## config.mk

```make
export PLATFORM = sky130hd
export DESIGN_NAME = alu_src_sequencer
export DESIGN_NICKNAME = d
export VERILOG_FILES = /design/src/rtl/alu_seq_pkg.sv /design/src/rtl/alu_seq_decode.sv /design/src/rtl/alu_src_sequencer.sv
export SDC_FILE = /design/constraint.sdc
export NUM_CORES = 1
export LEC_CHECK = 0
export ABC_AREA = 1
export CAP_MARGIN = 40
export CELL_PAD_IN_SITES_DETAIL_PLACEMENT = 1
export CELL_PAD_IN_SITES_GLOBAL_PLACEMENT = 2
export CORE_MARGIN = 3
export CORE_UTILIZATION = 24
export DETAILED_ROUTE_END_ITERATION = 8
export HOLD_SLACK_MARGIN = 0.06
export PLACE_DENSITY = 0.86
export SYNTH_ARGS = -nofsm -noshare
export SYNTH_HDL_FRONTEND = slang
export SYNTH_HIERARCHICAL = 1
export SYNTH_SLANG_ARGS = --single-unit
export TNS_END_PERCENT = 5
```

## constraint.sdc

```tcl
create_clock -name clk -period 3.62 [get_ports clk]
set_clock_uncertainty 0.1 [all_clocks]
set_input_delay 0.543 -clock clk [delete_from_list [all_inputs] [get_ports clk]]
set_output_delay 0.543 -clock clk [all_outputs]
set_load 0.05 [all_outputs]
```

## src/rtl/alu_seq_pkg.sv

```systemverilog
// Shared constants and types for the RV32I ALU source sequencer.
// Operand mux codes, opcode constants, FSM state and control-word helpers.
package alu_seq_pkg;

   localparam logic [2:0] ALU_SRC_ZERO  = 3'd0;
   localparam logic [2:0] ALU_SRC_FOUR  = 3'd1;
   localparam logic [2:0] ALU_SRC_PC    = 3'd2;
   localparam logic [2:0] ALU_SRC_REG   = 3'd3;
   localparam logic [2:0] ALU_SRC_IMM12 = 3'd4;
   localparam logic [2:0] ALU_SRC_IMM20 = 3'd5;
   localparam logic [2:0] ALU_SRC_JOFF  = 3'd6;
   localparam logic [2:0] ALU_SRC_BOFF  = 3'd7;

   localparam logic [6:0] OPC_OP     = 7'b0110011;
   localparam logic [6:0] OPC_OP_IMM = 7'b0010011;
   localparam logic [6:0] OPC_LUI    = 7'b0110111;
   localparam logic [6:0] OPC_AUIPC  = 7'b0010111;
   localparam logic [6:0] OPC_JAL    = 7'b1101111;
   localparam logic [6:0] OPC_JALR   = 7'b1100111;
   localparam logic [6:0] OPC_BRANCH = 7'b1100011;
   localparam logic [6:0] OPC_LOAD   = 7'b0000011;
   localparam logic [6:0] OPC_STORE  = 7'b0100011;
   localparam logic [6:0] OPC_SYSTEM = 7'b1110011;

   localparam logic [3:0] ALU_OP_ADD = 4'b0000;

   typedef enum logic [2:0] {
      ST_IDLE,
      ST_EXEC,
      ST_NEXT,
      ST_TARGET,
      ST_TRAP
   } seq_state_e;

   typedef struct packed {
      logic is_op;
      logic is_imm;
      logic is_lui;
      logic is_auipc;
      logic is_jal;
      logic is_jalr;
      logic is_branch;
      logic illegal;
   } dec_t;

   typedef struct packed {
      logic [2:0] src_a;
      logic [2:0] src_b;
      logic [3:0] alu_op;
      logic       rd_we;
      logic       pc_we;
      logic       trap;
      logic       ready;
   } ctl_t;

   localparam ctl_t CTL_NONE = '{ALU_SRC_ZERO, ALU_SRC_ZERO, ALU_OP_ADD, 1'b0, 1'b0, 1'b0, 1'b0};
   localparam ctl_t CTL_IDLE = '{ALU_SRC_ZERO, ALU_SRC_ZERO, ALU_OP_ADD, 1'b0, 1'b0, 1'b0, 1'b1};
   localparam ctl_t CTL_NEXT = '{ALU_SRC_PC,   ALU_SRC_FOUR, ALU_OP_ADD, 1'b0, 1'b1, 1'b0, 1'b0};
   localparam ctl_t CTL_TRAP = '{ALU_SRC_ZERO, ALU_SRC_ZERO, ALU_OP_ADD, 1'b0, 1'b0, 1'b1, 1'b0};

   // Control word for the EXEC cycle; branches and illegal opcodes drive nothing.
   function automatic ctl_t exec_ctl(input dec_t d, input logic [2:0] f3, input logic b30);
      ctl_t c;
      c = CTL_NONE;
      if (d.is_op) begin
         c.src_a  = ALU_SRC_REG;
         c.src_b  = ALU_SRC_REG;
         c.alu_op = {b30, f3};
         c.rd_we  = 1'b1;
      end else if (d.is_imm) begin
         // instr[30] is only a function bit for the right shifts
         c.src_a  = ALU_SRC_REG;
         c.src_b  = ALU_SRC_IMM12;
         c.alu_op = {(f3 == 3'b101) ? b30 : 1'b0, f3};
         c.rd_we  = 1'b1;
      end else if (d.is_lui) begin
         c.src_b  = ALU_SRC_IMM20;
         c.rd_we  = 1'b1;
      end else if (d.is_auipc) begin
         c.src_a  = ALU_SRC_PC;
         c.src_b  = ALU_SRC_IMM20;
         c.rd_we  = 1'b1;
      end else if (d.is_jal || d.is_jalr) begin
         c.src_a  = ALU_SRC_PC;
         c.src_b  = ALU_SRC_FOUR;
         c.rd_we  = 1'b1;
      end
      return c;
   endfunction

   function automatic ctl_t target_ctl(input dec_t d);
      ctl_t c;
      c = CTL_NONE;
      c.pc_we = 1'b1;
      if (d.is_jal) begin
         c.src_a = ALU_SRC_PC;
         c.src_b = ALU_SRC_JOFF;
      end else if (d.is_jalr) begin
         c.src_a = ALU_SRC_REG;
         c.src_b = ALU_SRC_IMM12;
      end else begin
         c.src_a = ALU_SRC_PC;
         c.src_b = ALU_SRC_BOFF;
      end
      return c;
   endfunction

endpackage

```

## src/rtl/alu_seq_decode.sv

```systemverilog
// Combinational RV32I opcode classifier for the sequencer.
module alu_seq_decode
   import alu_seq_pkg::*;
(
   input  logic [6:0] opcode,
   output dec_t       dec
);

   always_comb begin
      dec = '0;
      case (opcode)
         OPC_OP:     dec.is_op     = 1'b1;
         OPC_OP_IMM: dec.is_imm    = 1'b1;
         OPC_LUI:    dec.is_lui    = 1'b1;
         OPC_AUIPC:  dec.is_auipc  = 1'b1;
         OPC_JAL:    dec.is_jal    = 1'b1;
         OPC_JALR:   dec.is_jalr   = 1'b1;
         OPC_BRANCH: dec.is_branch = 1'b1;
         OPC_LOAD, OPC_STORE, OPC_SYSTEM: dec.illegal = 1'b1;
         default:    dec.illegal   = 1'b1;
      endcase
   end

endmodule

```

## src/rtl/alu_src_sequencer.sv

```systemverilog
// Multi-cycle RV32I control FSM driving ALU operand muxes, alu_op, PC and rd writes.
// Optional perf counters (cycles, instret) when ALU_SEQ_PERF_EN is defined.
module alu_src_sequencer
   import alu_seq_pkg::*;
#(
   parameter bit          TRAP_STICKY = 1'b1,
   parameter int unsigned CNT_W       = 32
)(
   input  logic              clk,
   input  logic              rst_n,
   input  logic              instr_valid,
   output logic              instr_ready,
   input  logic [31:0]       instr,
   input  logic              branch_taken,
   output logic [2:0]        alu_src_a,
   output logic [2:0]        alu_src_b,
   output logic [3:0]        alu_op,
   output logic [4:0]        rd_addr,
   output logic              rd_we,
   output logic              pc_we,
   output logic              trap
`ifdef ALU_SEQ_PERF_EN
   ,
   output logic [CNT_W-1:0]  cycles,
   output logic [CNT_W-1:0]  instret
`endif
);

   if (CNT_W < 1) begin : g_bad_cnt_w
      $error("CNT_W must be at least 1");
   end

   seq_state_e  state_q;
   logic [31:0] instr_q;
   ctl_t        ctl_q;
   logic [31:0] dec_word;
   dec_t        dec;
   logic        unused_bits;

   // In IDLE the word being accepted is decoded so EXEC controls are registered
   // on the accept edge; afterwards the latched word drives the decoder.
   assign dec_word = (state_q == ST_IDLE) ? instr : instr_q;

   alu_seq_decode u_decode (
      .opcode (dec_word[6:0]),
      .dec    (dec)
   );

   always_ff @(posedge clk) begin
      if (!rst_n) begin
         state_q <= ST_IDLE;
         instr_q <= '0;
         ctl_q   <= CTL_IDLE;
      end else begin
         case (state_q)
            ST_IDLE: begin
               if (instr_valid) begin
                  instr_q <= instr;
                  state_q <= ST_EXEC;
                  ctl_q   <= exec_ctl(dec, instr[14:12], instr[30]);
               end
            end
            ST_EXEC: begin
               if (dec.illegal) begin
                  state_q <= ST_TRAP;
                  ctl_q   <= CTL_TRAP;
               end else if (dec.is_jal || dec.is_jalr || (dec.is_branch && branch_taken)) begin
                  state_q <= ST_TARGET;
                  ctl_q   <= target_ctl(dec);
               end else begin
                  state_q <= ST_NEXT;
                  ctl_q   <= CTL_NEXT;
               end
            end
            ST_NEXT, ST_TARGET: begin
               state_q <= ST_IDLE;
               ctl_q   <= CTL_IDLE;
            end
            ST_TRAP: begin
               if (!TRAP_STICKY) begin
                  state_q <= ST_IDLE;
                  ctl_q   <= CTL_IDLE;
               end
            end
            default: begin
               state_q <= ST_IDLE;
               ctl_q   <= CTL_IDLE;
            end
         endcase
      end
   end

   assign alu_src_a   = ctl_q.src_a;
   assign alu_src_b   = ctl_q.src_b;
   assign alu_op      = ctl_q.alu_op;
   assign rd_we       = ctl_q.rd_we;
   assign pc_we       = ctl_q.pc_we;
   assign trap        = ctl_q.trap;
   assign instr_ready = ctl_q.ready;
   assign rd_addr     = instr_q[11:7];

   // Immediates are formed downstream; only opcode/rd/funct bits matter here.
   assign unused_bits = ^{instr_q[31], instr_q[29:15]};

`ifdef ALU_SEQ_PERF_EN
   always_ff @(posedge clk) begin
      if (!rst_n) begin
         cycles  <= '0;
         instret <= '0;
      end else begin
         cycles <= cycles + CNT_W'(1);
         if (state_q == ST_NEXT || state_q == ST_TARGET)
            instret <= instret + CNT_W'(1);
      end
   end
`endif

endmodule

```

==> results.md, run 1 <==
* **total of flip-flops plus latches after synthesis** 26
* **count of placed standard cells in the final layout, fillers left out** 320
* **leakage power** 0.804 nW
* **critical path type** flip-flop to flip-flop
* **power density cells** 460 nW/um^2
* **number of cells on the worst reg-to-reg path** 14
* **starting density of the core** 25.5%
* **number of instances in the synthesized netlist** 217
* **met2 track demand over resource** 18.7%
* **worst hold margin** 355 ps
* **worst slack, placed** 943 ps
* **Die Wd** 83.4 um
* **# rows** 27
* **Largest delay share family, worst path** simple AND/OR/NAND/NOR gates
* **Avg Inst Size Synth** 6.62 um^2
* **area occupied by multi-input gates** 707 um^2
* **CP max FO** 15
* **result of the run** completed
* **nets in the synthesized netlist** 253
* **peak per-stage delay on the critical path** 480 ps
* **Rel. slew slack** 65.8%
* **filler cell count in the final layout** 715
* **Slew Viols, Final** 0
* **DRT Pass-1 Iters** 4
* **CTS H-tree depth** 1
* **combined area of all synthesized cells** 1440 um^2
* **maximum clock frequency** 385 MHz
* **worst hold path depth** 2
* **number of global-route vias before repair** 1,363
* **setup slack on the worst flop-to-flop path** 1030 ps
* **final setup vio count** 0
* **dpl cells** 316
* **largest net degree at the start of global routing** 21
* **global-route wire length before repair** 6.53 mm
* **Post-CTS Setup Bufs** 0
* **sum of buffers and inverters on the critical path** 2
* **worst-skew pair later-pin latency** 290 ps
* **number of top-level design ports** 55
* **# resized after CTS** 0
* **count of unique library cells instantiated by Yosys** 25
* **Floorplan Core Area** 5640 um^2
* **Worst Slack Setup Final** 1030 ps
* **quantity of hold-fixing buffers added after cts** 0
* **Layout Nets** 285
* **Total Power** 0.873 mW
* **class of the most critical hold timing path** flip-flop to flip-flop
* **clock-pin slew on the worst setup and hold paths** 90 ps
* **flip-flop and latch area** 520 um^2
* **met1 Track Usage GR** 14.6%
* **Crit path arrival time** 2730 ps
* **global-route total usage across every layer** 11.4%
* **startpoint kind of the worst setup timing path** flip-flop
* **final total negative setup slack** 0 ps
* **number of buffers inserted during clock tree synthesis** 3
* **clk root buf** sky130_fd_sc_hd__clkbuf_8
* **Die Footprint** 6950 um^2
* **library cell appearing most often on the critical path** sky130_fd_sc_hd__nand2_1
* **Critical Path RT** 3750 ps
* **global routing's busiest layer** met2
* **number of buffer cells added on primary ports** 37
* **max capacitance violation total** 0
* **clock sink total** 26
* **count of nets left with antenna violations after detail routing** 0
* **DR DRC count** 0
* **final hold vios** 0
* **setup repair after global routing missed its margin** false
* **final period demand of the worst path** 2590 ps
* **period utilization** 71.7%
* **met3 Use GR** 2.08%
* **critical-path cell list** inv_1 > nand2_4 > inv_6 > o21ai_0 > nand3_1 > nor2_2 > nor2_1 > nand2_1 > nor2_1 > nor2_2 > nand2_1 > o21ai_0 > nand3_1 > nand2_1
* **Slowest-stage cell, CP** sky130_fd_sc_hd__dfxtp_1
* **Antenna Diode Count** 0
* **Via density** 4.30
* **die height** 83.4 um
* **Post-DP HPWL** 2.91 mm
* **number of stages on the worst setup path** 14
* **Worst Tran Pin Value** 511 ps
* **total grt overflow** 0
* **peak supply drop** 0.162 mV
* **sequential element share of the synthesized area** 36.2%
* **initial antenna violation count** 0
* **detailed-route wire length** 3.75 mm
* **vias after detailed routing** 1,377
* **Crit. End Element** flip-flop
* **average wire length per cell after detail routing** 11.7 um
* **warnings from Yosys** 6
* **DRC marker count from the first detailed-route iteration** 41
* **weighted congestion at the end of routability-driven global placement** 0.807
* **clock tree from TritonCTS** done
* **Area growth, synth to finish** 32.0%
* **layout cells sized above 1** 9.68%
* **clock tree buffer depth** 2
[registers in the layout (all words and copies together), names as in the netlist]
signal       cells
rd_we            1
instr_q         12
alu_op           4
state_q          3
alu_src_b        3
alu_src_a        2
instr_ready      1
[layout make-up]
class / instances / share of cell area [%]
Multi-Input combinational cell: 148 / 37.3
Sequential cell: 26 / 27.5
Timing Repair Buffer: 38 / 19.9
Inverter: 32 / 6.80
Tap cell: 72 / 4.75
Clock buffer: 3 / 2.18
Clock inverter: 1 / 1.58
[logic make-up (layout without fill, tap and decap cells)]
| family | count (synthesis) | in the layout | share of synthesized area [%] |
|---|---|---|---|
| other | 1 | 1 | 0.261 |
| AO/OA/AOI/OAI | 44 | 44 | 17.9 |
| AND/OR/NAND/NOR | 103 | 103 | 31.0 |
| flip-flops | 26 | 26 | 36.2 |
| buffers and inverters | 43 | 74 | 14.5 |
[routing by layer]
metal | vias up | share of wire (%)
li1 | 728 | -
met5 | - | 0
met1 | 621 | 47
met4 | 0 | 1.9
met3 | 5 | 3.4
met2 | 23 | 47
[Yosys cell counts]
cell type	count	share of area, %
sky130_fd_sc_hd__a21oi_1	12	4.2
sky130_fd_sc_hd__a21oi_2	4	2.4
sky130_fd_sc_hd__buf_1	1	0.26
sky130_fd_sc_hd__buf_2	1	0.35
sky130_fd_sc_hd__buf_4	6	3.1
sky130_fd_sc_hd__buf_6	2	1.6
sky130_fd_sc_hd__clkbuf_1	1	0.26
sky130_fd_sc_hd__clkinv_2	1	0.35
sky130_fd_sc_hd__conb_1	1	0.26
sky130_fd_sc_hd__dfxtp_1	26	36
sky130_fd_sc_hd__inv_1	29	7.6
sky130_fd_sc_hd__inv_4	1	0.44
sky130_fd_sc_hd__inv_6	1	0.61
sky130_fd_sc_hd__nand2_1	52	14
sky130_fd_sc_hd__nand2_2	3	1.3
sky130_fd_sc_hd__nand2_4	1	0.78
sky130_fd_sc_hd__nand3_1	5	1.7
sky130_fd_sc_hd__nand3b_1	2	1.0
sky130_fd_sc_hd__nor2_1	30	7.8
sky130_fd_sc_hd__nor2_2	4	1.7
sky130_fd_sc_hd__nor2_4	2	1.6
sky130_fd_sc_hd__nor3_1	4	1.4
sky130_fd_sc_hd__o21ai_0	24	8.4
sky130_fd_sc_hd__o21ai_1	2	0.70
sky130_fd_sc_hd__o21ai_4	2	2.3
[placed cells by master (no fill, tap or decap), drive strengths merged]
cell type,netlist,routed
nand2,56,56
clkdlybuf4s50,0,37
nor2,36,36
inv,31,31
o21ai,28,28
dfxtp,26,26
a21oi,16,16
nand3,5,5
nor3,4,4
clkbuf,1,3
nand3b,2,2
clkinv,1,1
conb,1,1
bufinv,0,1
buf,10,1
[where the power goes]
part | switching (mW) | internal, mW | total, mW
sequential | 0.0152 | 0.314 | 0.329
clock | 0.104 | 0.148 | 0.252
combinational | 0.197 | 0.0943 | 0.291
total | 0.316 | 0.557 | 0.873
[metrics by stage]
step,area [um^2],utilization (%)
after floorplan,1440,-
after global placement,1820,32.3
after detailed placement,1820,32.3
after CTS,1900,33.6
after global routing,1900,33.6
final,1900,33.6
[worst register-to-register path, stage by stage, from the launching register on]
cell                      delay [ps]
sky130_fd_sc_hd__dfxtp_1         480
sky130_fd_sc_hd__inv_1           120
sky130_fd_sc_hd__nand2_4         130
sky130_fd_sc_hd__inv_6            80
sky130_fd_sc_hd__o21ai_0         410
sky130_fd_sc_hd__nand3_1         210
sky130_fd_sc_hd__nor2_2          310
sky130_fd_sc_hd__nor2_1           90
sky130_fd_sc_hd__nand2_1          70
sky130_fd_sc_hd__nor2_1           70
sky130_fd_sc_hd__nor2_2          140
sky130_fd_sc_hd__nand2_1          90
sky130_fd_sc_hd__o21ai_0         100
sky130_fd_sc_hd__nand3_1         110
sky130_fd_sc_hd__nand2_1          70
[worst paths after layout]
kind                   to    startpoint
max reg2reg  alu_src_b[2]    state_q[2]
min          alu_src_b[2]  alu_src_b[2]
max          alu_src_b[2]    state_q[2]
min reg2reg  alu_src_b[2]  alu_src_b[2]
Power figures use the tool's default switching activity.
==> run 2: changes to the inputs <==
CORE_UTILIZATION = 22   (was 24)
PLACE_DENSITY = 0.8   (was 0.86)
clock period = 2.6 ns   (was 3.62 ns; I/O delays follow)
==> results.md, run 2 (synthesis gave the netlist of run 1 again) <==
* **DRC marker count from the first detailed-route iteration** 30, was 41
* **sequential power share** 40.2%, was 37.7%
* **Worst Slack Setup Final** 322 ps, was 1030 ps
* **total grt overflow** 0, unchanged
* **Crit path arrival time** 2380 ps, was 2730 ps
* **number of buffers inserted during clock tree synthesis** 3, unchanged
* **largest net degree at the start of global routing** 21, unchanged
* **vias after detailed routing** 1,367, was 1,377
* **power density cells** 602 nW/um^2, was 460 nW/um^2
* **clock sink total** 26, unchanged
* **Crit. End Element** flip-flop, unchanged
* **peak supply drop** 0.275 mV, was 0.162 mV
* **period utilization** 87.6%, was 71.7%
* **Via density** 4.22, was 4.30
* **Die Wd** 86.8 um, was 83.4 um
* **leakage power** 0.804 nW, about the same
* **Post-CTS Setup Bufs** 0, unchanged
* **clock tree buffer depth** 2, unchanged
* **clock tree from TritonCTS** done, unchanged
* **initial antenna violation count** 0, unchanged
* **class of the most critical hold timing path** flip-flop to flip-flop, unchanged
* **starting density of the core** 23.4%, was 25.5%
* **Worst Tran Pin Value** 516 ps, was 511 ps
* **switching part of the total** 38.0%, was 36.2%
* **net switching power** 0.433 mW, was 0.316 mW
* **commonest cells after routing, fill and taps aside** sky130_fd_sc_hd__nand2_1, sky130_fd_sc_hd__clkdlybuf4s50_1, sky130_fd_sc_hd__inv_1, sky130_fd_sc_hd__nor2_1, sky130_fd_sc_hd__dfxtp_1, was sky130_fd_sc_hd__nand2_1, sky130_fd_sc_hd__clkdlybuf4s50_1, sky130_fd_sc_hd__nor2_1
* **maximum clock frequency** 439 MHz, was 385 MHz
* **Area growth, synth to finish** 31.9%, was 32.0%
* **number of global-route vias before repair** 1,364, was 1,363
* **relative contribution of the clock network to total power** 23.9%, was 28.9%
* **Rel. slew slack** 65.5%, was 65.8%
* **max capacitance violation total** 0, unchanged
* **weighted congestion at the end of routability-driven global placement** 0.752, was 0.807
* **top register by number of flip-flops** instr_q, unchanged
* **Floorplan Core Area** 6130 um^2, was 5640 um^2
* **global-route wire length before repair** 6.17 mm, was 6.53 mm
* **Slew Viols, Final** 0, unchanged
* **die height** 86.8 um, was 83.4 um
* **Logic pwr share** 35.9%, was 33.4%
* **DR DRC count** 0, unchanged
* **result of the run** completed, unchanged
* **dpl cells** 320, was 316
* **most common library cell in the layout ignoring fill and taps** sky130_fd_sc_hd__nand2_1, unchanged
* **count of placed standard cells in the final layout, fillers left out** 324, was 320
* **clk root buf** sky130_fd_sc_hd__clkbuf_8, unchanged
* **worst-skew pair later-pin latency** 280 ps, was 290 ps
* **Antenna Diode Count** 0, unchanged
* **detailed-route wire length** 3.64 mm, was 3.75 mm
* **CTS H-tree depth** 1, unchanged
* **final setup vio count** 0, unchanged
* **worst hold margin** 355 ps, about the same
* **average wire length per cell after detail routing** 11.2 um, was 11.7 um
* **count of nets left with antenna violations after detail routing** 0, unchanged
* **layout cells sized above 1** 10.8%, was 9.68%
* **global-route total usage across every layer** 10.3%, was 11.4%
* **Layout Nets** 286, was 285
* **Die Footprint** 7530 um^2, was 6950 um^2
* **final total negative setup slack** 0 ps, unchanged
* **number of buffer cells added on primary ports** 37, unchanged
* **critical path type** flip-flop to flip-flop, unchanged
* **Total Power** 1.14 mW, was 0.873 mW
* **final period demand of the worst path** 2280 ps, was 2590 ps
* **DRT Pass-1 Iters** 3, was 4
* **Post-DP HPWL** 2.87 mm, was 2.91 mm
* **worst slack, placed** 110 ps, was 943 ps
* **setup repair after global routing missed its margin** false, unchanged
* **startpoint kind of the worst setup timing path** flip-flop, unchanged
* **final hold vios** 0, unchanged
* **max reg flops** 12, unchanged
* **clock-pin slew on the worst setup and hold paths** 100 ps, was 90 ps
* **CP max FO** 15, unchanged
* **Critical Path RT** 2710 ps, was 3750 ps
* **Internal Dissipation** 0.706 mW, was 0.557 mW
* **number of top-level design ports** 55, unchanged
* **# rows** 28, was 27
## run 2: changes by cell type in the layout (fill, tap and decap cells not counted)
cell                        delta
sky130_fd_sc_hd__o21ai_0       -3
sky130_fd_sc_hd__dfxtp_2       +1
sky130_fd_sc_hd__o21ai_1       +3
sky130_fd_sc_hd__nor2_1        -1
sky130_fd_sc_hd__buf_4         +1
sky130_fd_sc_hd__bufinv_16     -1
sky130_fd_sc_hd__clkbuf_8      +1
sky130_fd_sc_hd__nor2_2        +1
sky130_fd_sc_hd__dfxtp_1       -1
## run 2: path summary, 6_finish.rpt
kind	from	to	slack, ps	cells after the start
setup reg to reg	state_q[0]	alu_src_b[0]	320	17
setup / recovery	state_q[0]	alu_src_b[0]	320	17
hold reg to reg	instr_q[0]	instr_q[0]	350	2
hold / removal	instr_q[0]	instr_q[0]	350	2
## run 2: power groups by stage
stage	logic, mW	clock network (mW)	registers [mW]
final	0.409	0.273	0.458
after global routing	0.459	0.302	0.463
after CTS	0.414	0.280	0.459
after detailed placement	0.412	0	0.468
after global placement	0.407	0	0.467
after floorplan	0.285	0	0.498
## run 2: per-stage QoR
step	utilization, %	area, um^2
4_1_cts	30.9	1890
3_3_place_gp	30.0	1840
3_5_place_dp	30.0	1840
2_1_floorplan	-	1440
6_report	30.9	1890
5_1_grt	30.9	1890
## run 2: repair_timing
item | 4_1_cts | 5_1_grt
hold buffers | 0 | 0
endpoints found under the hold margin | 0 | 0
gates resized for setup | 0 | 4
endpoints found under the setup margin | 0 | 6
## run 2: final cells by class
type / count / area [um^2]
Fill cell: 754 / 4240
Timing Repair Buffer: 39 / 385
Clock buffer: 4 / 55.1
Inverter: 32 / 129
Multi-Input combinational cell: 148 / 709
Tap cell: 75 / 93.8
Sequential cell: 26 / 522
## run 2: routing by layer
| layer | share of wire, % | track usage [%] |
|---|---|---|
| met5 | 0 | 0 |
| met2 | 45 | 17.1 |
| met3 | 3.3 | 1.14 |
| met4 | 1.6 | 4.25 |
| met1 | 50 | 13.5 |
## run 2: worst max-delay path, cell delays in order, from the launching register on
cell	delay (ps)
sky130_fd_sc_hd__dfxtp_1	340
sky130_fd_sc_hd__nor2_4	200
sky130_fd_sc_hd__nand2_4	110
sky130_fd_sc_hd__inv_6	130
sky130_fd_sc_hd__nand2_1	60
sky130_fd_sc_hd__o21ai_1	200
sky130_fd_sc_hd__nand3b_1	170
sky130_fd_sc_hd__nor2_2	220
sky130_fd_sc_hd__nor2_1	60
sky130_fd_sc_hd__nand2_1	70
sky130_fd_sc_hd__nor2_2	50
sky130_fd_sc_hd__inv_1	70
sky130_fd_sc_hd__nand2_1	50
sky130_fd_sc_hd__nor2_1	90
sky130_fd_sc_hd__nor2_1	50
sky130_fd_sc_hd__nand2_1	60
sky130_fd_sc_hd__nand2_1	50
sky130_fd_sc_hd__a21oi_1	120
